--- src/rtl/wb_stage.sv ---
// Writeback stage: MEM/WB pipeline register, load-data extraction and retire counter.
// Optional last-writeback history for forwarding is built when WB_HISTORY_EN is defined.
module wb_stage #(
  parameter logic [31:0] RETIRE_INIT = 32'h0000_0000
) (
  input  logic        CLOCK,
  input  logic        RESET,
  input  logic        Stall_IN,
  input  logic        Flush_IN,
  input  logic [31:0] ALUResult_IN,
  input  logic [31:0] MemReadData_IN,
  input  logic        MemRead_IN,
  input  logic [1:0]  MemSize_IN,
  input  logic        MemSigned_IN,
  input  logic [1:0]  MemByteOffset_IN,
  input  logic [4:0]  WriteRegister_IN,
  input  logic        WriteEnable_IN,
  output logic [31:0] WriteData_OUT,
  output logic [4:0]  WriteRegister_OUT,
  output logic        WriteEnable_OUT,
  output logic [31:0] RetireCount_OUT,
  output logic [31:0] HistData_OUT,
  output logic [4:0]  HistRegister_OUT,
  output logic        HistValid_OUT
);

  logic        valid_q,     valid_d;
  logic [31:0] alu_q,       alu_d;
  logic [31:0] mem_data_q,  mem_data_d;
  logic        mem_read_q,  mem_read_d;
  logic [1:0]  mem_size_q,  mem_size_d;
  logic        mem_sgn_q,   mem_sgn_d;
  logic [1:0]  mem_off_q,   mem_off_d;
  logic [4:0]  wreg_q,      wreg_d;
  logic        we_q,        we_d;
  logic [31:0] retire_q,    retire_d;

  // Little-endian sub-word select followed by sign or zero extension to 32 bits.
  function automatic logic [31:0] load_extract(
    input logic [31:0] word,
    input logic [1:0]  size,
    input logic        sgn,
    input logic [1:0]  off
  );
    logic [7:0]  byte_v;
    logic [15:0] half_v;
    logic [31:0] res;
    case (off)
      2'd0:    byte_v = word[7:0];
      2'd1:    byte_v = word[15:8];
      2'd2:    byte_v = word[23:16];
      default: byte_v = word[31:24];
    endcase
    half_v = off[1] ? word[31:16] : word[15:0];
    case (size)
      2'b00:   res = sgn ? {{24{byte_v[7]}}, byte_v} : {24'h000000, byte_v};
      2'b01:   res = sgn ? {{16{half_v[15]}}, half_v} : {16'h0000, half_v};
      default: res = word;
    endcase
    return res;
  endfunction

  // MEM/WB register next state: flush beats stall, stall holds everything.
  always_comb begin
    valid_d    = valid_q;
    alu_d      = alu_q;
    mem_data_d = mem_data_q;
    mem_read_d = mem_read_q;
    mem_size_d = mem_size_q;
    mem_sgn_d  = mem_sgn_q;
    mem_off_d  = mem_off_q;
    wreg_d     = wreg_q;
    we_d       = we_q;
    if (Flush_IN) begin
      valid_d = 1'b0;
      we_d    = 1'b0;
    end else if (!Stall_IN) begin
      valid_d    = 1'b1;
      alu_d      = ALUResult_IN;
      mem_data_d = MemReadData_IN;
      mem_read_d = MemRead_IN;
      mem_size_d = MemSize_IN;
      mem_sgn_d  = MemSigned_IN;
      mem_off_d  = MemByteOffset_IN;
      wreg_d     = WriteRegister_IN;
      we_d       = WriteEnable_IN;
    end
  end

  // An instruction retires when it leaves the stage, i.e. valid and not held.
  always_comb begin
    retire_d = retire_q;
    if (valid_q && !Stall_IN) begin
      retire_d = retire_q + 32'd1;
    end
  end

  always_ff @(posedge CLOCK or negedge RESET) begin
    if (!RESET) begin
      valid_q    <= 1'b0;
      alu_q      <= '0;
      mem_data_q <= '0;
      mem_read_q <= 1'b0;
      mem_size_q <= '0;
      mem_sgn_q  <= 1'b0;
      mem_off_q  <= '0;
      wreg_q     <= '0;
      we_q       <= 1'b0;
      retire_q   <= RETIRE_INIT;
    end else begin
      valid_q    <= valid_d;
      alu_q      <= alu_d;
      mem_data_q <= mem_data_d;
      mem_read_q <= mem_read_d;
      mem_size_q <= mem_size_d;
      mem_sgn_q  <= mem_sgn_d;
      mem_off_q  <= mem_off_d;
      wreg_q     <= wreg_d;
      we_q       <= we_d;
      retire_q   <= retire_d;
    end
  end

  // Writeback outputs, combinational from the latched stage contents.
  always_comb begin
    WriteData_OUT     = mem_read_q ? load_extract(mem_data_q, mem_size_q, mem_sgn_q, mem_off_q)
                                   : alu_q;
    WriteRegister_OUT = wreg_q;
    WriteEnable_OUT   = valid_q && we_q && (wreg_q != 5'd0);
    RetireCount_OUT   = retire_q;
  end

`ifdef WB_HISTORY_EN
  logic [31:0] hist_data_q, hist_data_d;
  logic [4:0]  hist_reg_q,  hist_reg_d;
  logic        hist_vld_q,  hist_vld_d;

  // Capture whatever is actually committed to the register file this edge.
  always_comb begin
    hist_data_d = hist_data_q;
    hist_reg_d  = hist_reg_q;
    hist_vld_d  = hist_vld_q;
    if (!Stall_IN && WriteEnable_OUT) begin
      hist_data_d = WriteData_OUT;
      hist_reg_d  = WriteRegister_OUT;
      hist_vld_d  = 1'b1;
    end
  end

  always_ff @(posedge CLOCK or negedge RESET) begin
    if (!RESET) begin
      hist_data_q <= '0;
      hist_reg_q  <= '0;
      hist_vld_q  <= 1'b0;
    end else begin
      hist_data_q <= hist_data_d;
      hist_reg_q  <= hist_reg_d;
      hist_vld_q  <= hist_vld_d;
    end
  end

  assign HistData_OUT     = hist_data_q;
  assign HistRegister_OUT = hist_reg_q;
  assign HistValid_OUT    = hist_vld_q;
`else
  assign HistData_OUT     = 32'h0000_0000;
  assign HistRegister_OUT = 5'd0;
  assign HistValid_OUT    = 1'b0;
`endif

endmodule

--- config.mk ---
export PLATFORM = sky130hd
export DESIGN_NAME = wb_stage
export DESIGN_NICKNAME = d
export VERILOG_FILES = /design/src/rtl/wb_stage.sv
export SDC_FILE = /design/constraint.sdc
export NUM_CORES = 1
export LEC_CHECK = 0
export BUFFER_PORTS_ARGS = -buffer_cell sky130_fd_sc_hd__buf_2
export CORE_AREA = 4 4 105 107
export CTS_BUF_LIST = sky130_fd_sc_hd__clkbuf_2
export CTS_CLUSTER_DIAMETER = 60
export DETAILED_ROUTE_END_ITERATION = 7
export DIE_AREA = 0 0 109 111
export PLACE_DENSITY_LB_ADDON = 0.12
export SLEW_MARGIN = 10
export SYNTH_ARGS = -nofsm -noshare
export SYNTH_HDL_FRONTEND = slang
export SYNTH_SLANG_ARGS = --single-unit
--- constraint.sdc ---
create_clock -name CLOCK -period 3.1 [get_ports CLOCK]
set_input_delay 0.62 -clock CLOCK [delete_from_list [all_inputs] [get_ports CLOCK]]
set_output_delay 0.62 -clock CLOCK [all_outputs]
set_load 0.05 [all_outputs]
# Yosys cells after proc, flatten, opt, wreduce, memory -nomap -nowiden
# Cells that the tools add are included.
# classes
add_sub_neg	1
n_eq_ne	4
mux	10
bitwise_logic	2
n_reduce_logical	8
# ops
cell	n
$mux W32	3
$pmux W32 S2	1
$add A32 B1 Y32 const B	1
$pmux W8 S3	1
$mux W16	1
$reduce_bool A5 Y1	1
$eq A2 B1 Y1 const B	2
$logic_not A2 Y1	2
$mux W1	4
$logic_and A1 B1 Y1	3
$eq A2 B2 Y1 const B	1
$ne A2 B1 Y1 const B	1
$not A1 Y1	2
$reduce_and A2 Y1	1
$logic_not A1 Y1	1
# word_totals
register_bits	109
in_bits	80
output_inout_bits	108
wordCells	35

# Logic depth before layout (Yosys ltp)
# logic_depth
ltp_word	5
ltp_mapped	7
ltp_nobuf	6

# Least setup slack after synthesis
# No wires, ideal clock.
# synth_path
kind	flip-flop to output port
start	register mem_read_q
end	output port WriteData_OUT[0]
arrival_time_ns	1.875
t_required_ns	2.480
path_slack_ns	0.605
stages_incl_launch_ff	4
path_buffers	2
path_cell_list	dfrtp_1 -> clkbuf_1 -> clkbuf_1 -> o21ai_0
# synth_between
elab_chain_cells	1
# synth_rtl
item	line_no	source
from (decl)	30	logic mem_read_q, mem_read_d;
from (signal assigned)	114	mem_read_q <= mem_read_d;
$mux W32	126	WriteData_OUT = mem_read_q ? load_extract(mem_data_q, mem_size_q, mem_sgn_q, mem_off_q)
to (decl)	18	output logic [31:0] WriteData_OUT,
# No other way between the ends.

# Worst setup path after layout
# layout_path
start	register mem_data_q[31]
end	output port WriteData_OUT[26]
# layout_between
elab_chain_cells	4
elab_cells_between_ends	6
classes_between	mux: 6
# layout_rtl
item	line_no	source
from (decl)	29	logic [31:0] mem_data_q, mem_data_d;
from (signal assigned)	113	mem_data_q <= mem_data_d;
$pmux W8 S3 / $mux W16 (equally long branches)	48, 54	
$mux W32, on equally long branches	56, 57	
$pmux W32 S2 (*)	55	case (size)
$mux W32 (*)	126	
# Mark *: on every way between the ends. The rest lies on a longest branch, timed or not.

==> results_dict.tcl <==
set metrics [dict create \
    status "finished, final reports clean" \
    post_drt_wl_per_cell_um 17.24 \
    vdd_drop_max_mv 0.7398 \
    endpoint_kind "primary output" \
    initial_core_util 0.5376 \
    place_area_sq_mm 0.006211 \
    rsz0062_at_grt "yes" \
    worst-path-buf-inv 3 \
    fin_crit_ns 3.071 \
    gr-usage-all-layers 0.2232 \
    synth_ff_type "dfrtp_1" \
    power_mw 3.954 \
    crit_family "multiplexers" \
    required_ns 2.48 \
    syn_avg_cell_area_sq_um 10.94 \
    slew_headroom 0.4985 \
    cts_tree "yes" \
    netlist_area_sq_mm 0.005450 \
    final-hold-violation-count 0 \
    synth_edf_count 0 \
    clk_path_buf_depth 2 \
    max_slew.worst_pin.slew_ns 0.7522 \
    fin_crit_sh 0.9908 \
    grt_overflow_total 0 \
    ctsHoldBuffers 0 \
    grt_pass1_wl_um 21280 \
    die_area_sq_mm 0.01210 \
    die_y_um 111 \
    first_iter_violations 185 \
    setup_viol 0 \
    drt-total-wl_um 13590 \
    die_w_um 109 \
    vias 4205 \
    io_pins 188 \
    syn2layout_area_growth_pct 19.74 \
    ant_nets 0 \
    ys_types 49 \
    clock_sinks 109 \
    antenna_found_initial 1 \
    final_nets 727 \
    powerDensity_mw_per_mm2 605.9 \
    synth_seq_cells 109 \
    p_leak_nw 3.217 \
    grt_max_degree 61 \
    tns_ns 0 \
    port_buffers 149 \
    cpMaxStageDelayCell "mux4_2" \
    holdWs_ns 0.03246 \
    grt_pass1_vias 4126 \
    gp_congestion 0.8428 \
    htreeDepth 3 \
    maxCapViolations 0 \
    synth_top_cell_area_share 0.5005 \
    seq_area_frac_synth 0.5005 \
    drc_errors 0 \
    clock_skew_ns 0.02205 \
    clock_latency_ns 0.59 \
    report.final.slew_viol_count 0 \
    worstPathArrival_ns 2.45 \
    cts_root_buf "clkbuf_2" \
    synth_warnings 0 \
    core_area_sq_mm 0.01014 \
    netlist_instances 498 \
    hp-class "input pin to asynchronous set/reset pin" \
    numCtsBuffers 9 \
    cp_slowest_stage_delay_ns 0.48 \
    yosys-top-cells-area "dfrtp_1 50%, mux2_2 13%, buf_4 5.2%" \
    drt_first_pass_iters 5 \
    cp_cell_sequence "mux4_2 -> and2_4 -> inv_2 -> a21oi_4 -> buf_4 -> a221o_1 -> buf_6" \
    drive_gt1_frac 0.4009 \
    yosys.area.top_type "dfrtp_1" \
    place_hpwl_um 9912 \
    cp_max_fo 5 \
    async_flop_share 1.000 \
    row_count 37 \
    timing.fmax_ghz 0.3256 \
    fill_cells 860 \
    cp-start-kind "register" \
    viasPerCell 5.336 \
    path_clk_slew_ns 0.30 \
    crit_type "register to primary output" \
    final_area_sq_mm 0.006526 \
]
## Yosys cell counts (2+ instances only)
master / n
nand3_1: 8
buf_4: 38
a21oi_1: 8
nand2b_1: 2
o21ai_0: 29
xor2_1: 9
o22a_1: 6
nor2_1: 16
a211o_1: 3
buf_2: 8
a221o_1: 14
a31oi_1: 6
o221ai_1: 6
and4_1: 5
nor3_1: 7
clkbuf_1: 18
and3_1: 10
nand4_1: 6
mux2_2: 63
and2_1: 2
nand2_1: 57
a22o_1: 6
dfrtp_1: 109
inv_1: 15
nor2b_1: 2
xnor2_1: 22
## area by class of cell
class	instances	area [sq um]	share of cell area
flip-flops and latches	109	2733	0.4187
multi-input cells	344	2424	0.3714
repair buffers	165	1013	0.1553
well taps	136	170.2	0.02607
clock inverters	7	73.82	0.01131
inverters	17	65.06	0.009969
clock buffers	9	45.04	0.006902
diodes	1	2.502	0.0003834
## layer usage
metal  global-route usage  vias to the layer above  part of all wire
li1                     -                     1976                 -
met1               0.3150                     2044              0.43
met2               0.3366                      161              0.47
met3              0.05416                       22             0.081
met4              0.07492                        2             0.017
met5                    0                        -           0.00052
## logic make-up (layout without fill, tap and decap cells)
logic type               count (synthesis)  count (layout)  synth area share
AO/OA/AOI/OAI                           84              84            0.1113
XOR/XNOR                                31              31           0.04982
adder cells (fa/ha/maj)                  1               1          0.002295
buffers and inverters                   82             198           0.08586
flip-flops                             109             109            0.5005
multiplexers                            65              65            0.1361
other                                    1              39         0.0006880
AND/OR/NAND/NOR                        125             125            0.1134
## worst register-to-register path, stage by stage (launching register included)
cell and delay, ns:
dfrtp_1 0.47, ha_1 0.22, nand3b_4 0.10, nor4_1 0.44, and2_0 0.43, nand4_1 0.16, xnor2_1 0.17
## state kept, by name, indices dropped and copies added, names as in the netlist
signal,cells
mem_size_q,2
mem_off_q,2
RetireCount_OUT,32
mem_read_q,1
WriteRegister_OUT,5
mem_sgn_q,1
we_q,1
alu_q,32
mem_data_q,32
valid_q,1
## layout by cell type (no fill, tap or decap), drive strengths merged, types with 2 or more instances in the layout
master  instances
nand3           8
inv            17
and3           10
and2            4
a31oi           6
a211o           3
a22o            6
nand3b          2
nor3            8
nor2           16
clkinv          5
and4            5
nand2          57
a221o          14
xor2            9
nand4           6
a21oi           9
nor2b           2
o221ai          6
o21ai          29
conb           38
dfrtp         109
buf           165
nand2b          2
mux2           63
clkbuf          9
o22a            6
xnor2          22
## path summary, 6_finish.rpt
check / start / end / slack, ns / cells after the start
worst max register to register: RetireCount_OUT[0]$_DFFE_PN0P_ / RetireCount_OUT[22]$_DFFE_PN0P_ / 1.07 / 6
worst min register to register: RetireCount_OUT[31]$_DFFE_PN0P_ / RetireCount_OUT[31]$_DFFE_PN0P_ / 0.50 / 1
worst max-delay path: mem_data_q[31]$_DFFE_PN0P_ / WriteData_OUT[26] / 0.03 / 7
min in group CLOCK: Flush_IN / valid_q$_DFFE_PN0P_ / 0.18 / 2
worst min-delay path: RESET / alu_q[26]$_DFFE_PN0P_ / 0.03 / 1
max in group asynchronous: RESET / mem_read_q$_DFFE_PN0P_ / 2.12 / 2
## through the flow
| step | instances | worst slack (ns) | util |
|---|---|---|---|
| after floorplan | 535 | 0.6047 | - |
| after global placement | 765 | 0.5865 | 0.6126 |
| after detailed placement | 765 | 0.5267 | 0.6126 |
| after CTS | 786 | 0.001880 | 0.6345 |
| after global routing | 787 | -0.05085 | 0.6435 |
| final | 788 | 0.02864 | 0.6437 |
## power breakdown
part / switching, mW / internal [mW] / total [mW]
combinational: 0.989 / 0.517 / 1.51
clock: 0.487 / 0.190 / 0.677
sequential: 0.175 / 1.60 / 1.77
total: 1.65 / 2.30 / 3.95
## repair_timing
action	CTS	global route
gates resized for setup	25	29
setup endpoints to repair	31	31
pin swaps	2	1
setup buffers	5	0
endpoints found under the hold margin	0	0
gates cloned	0	1
(Power assumes the default switching activity.)
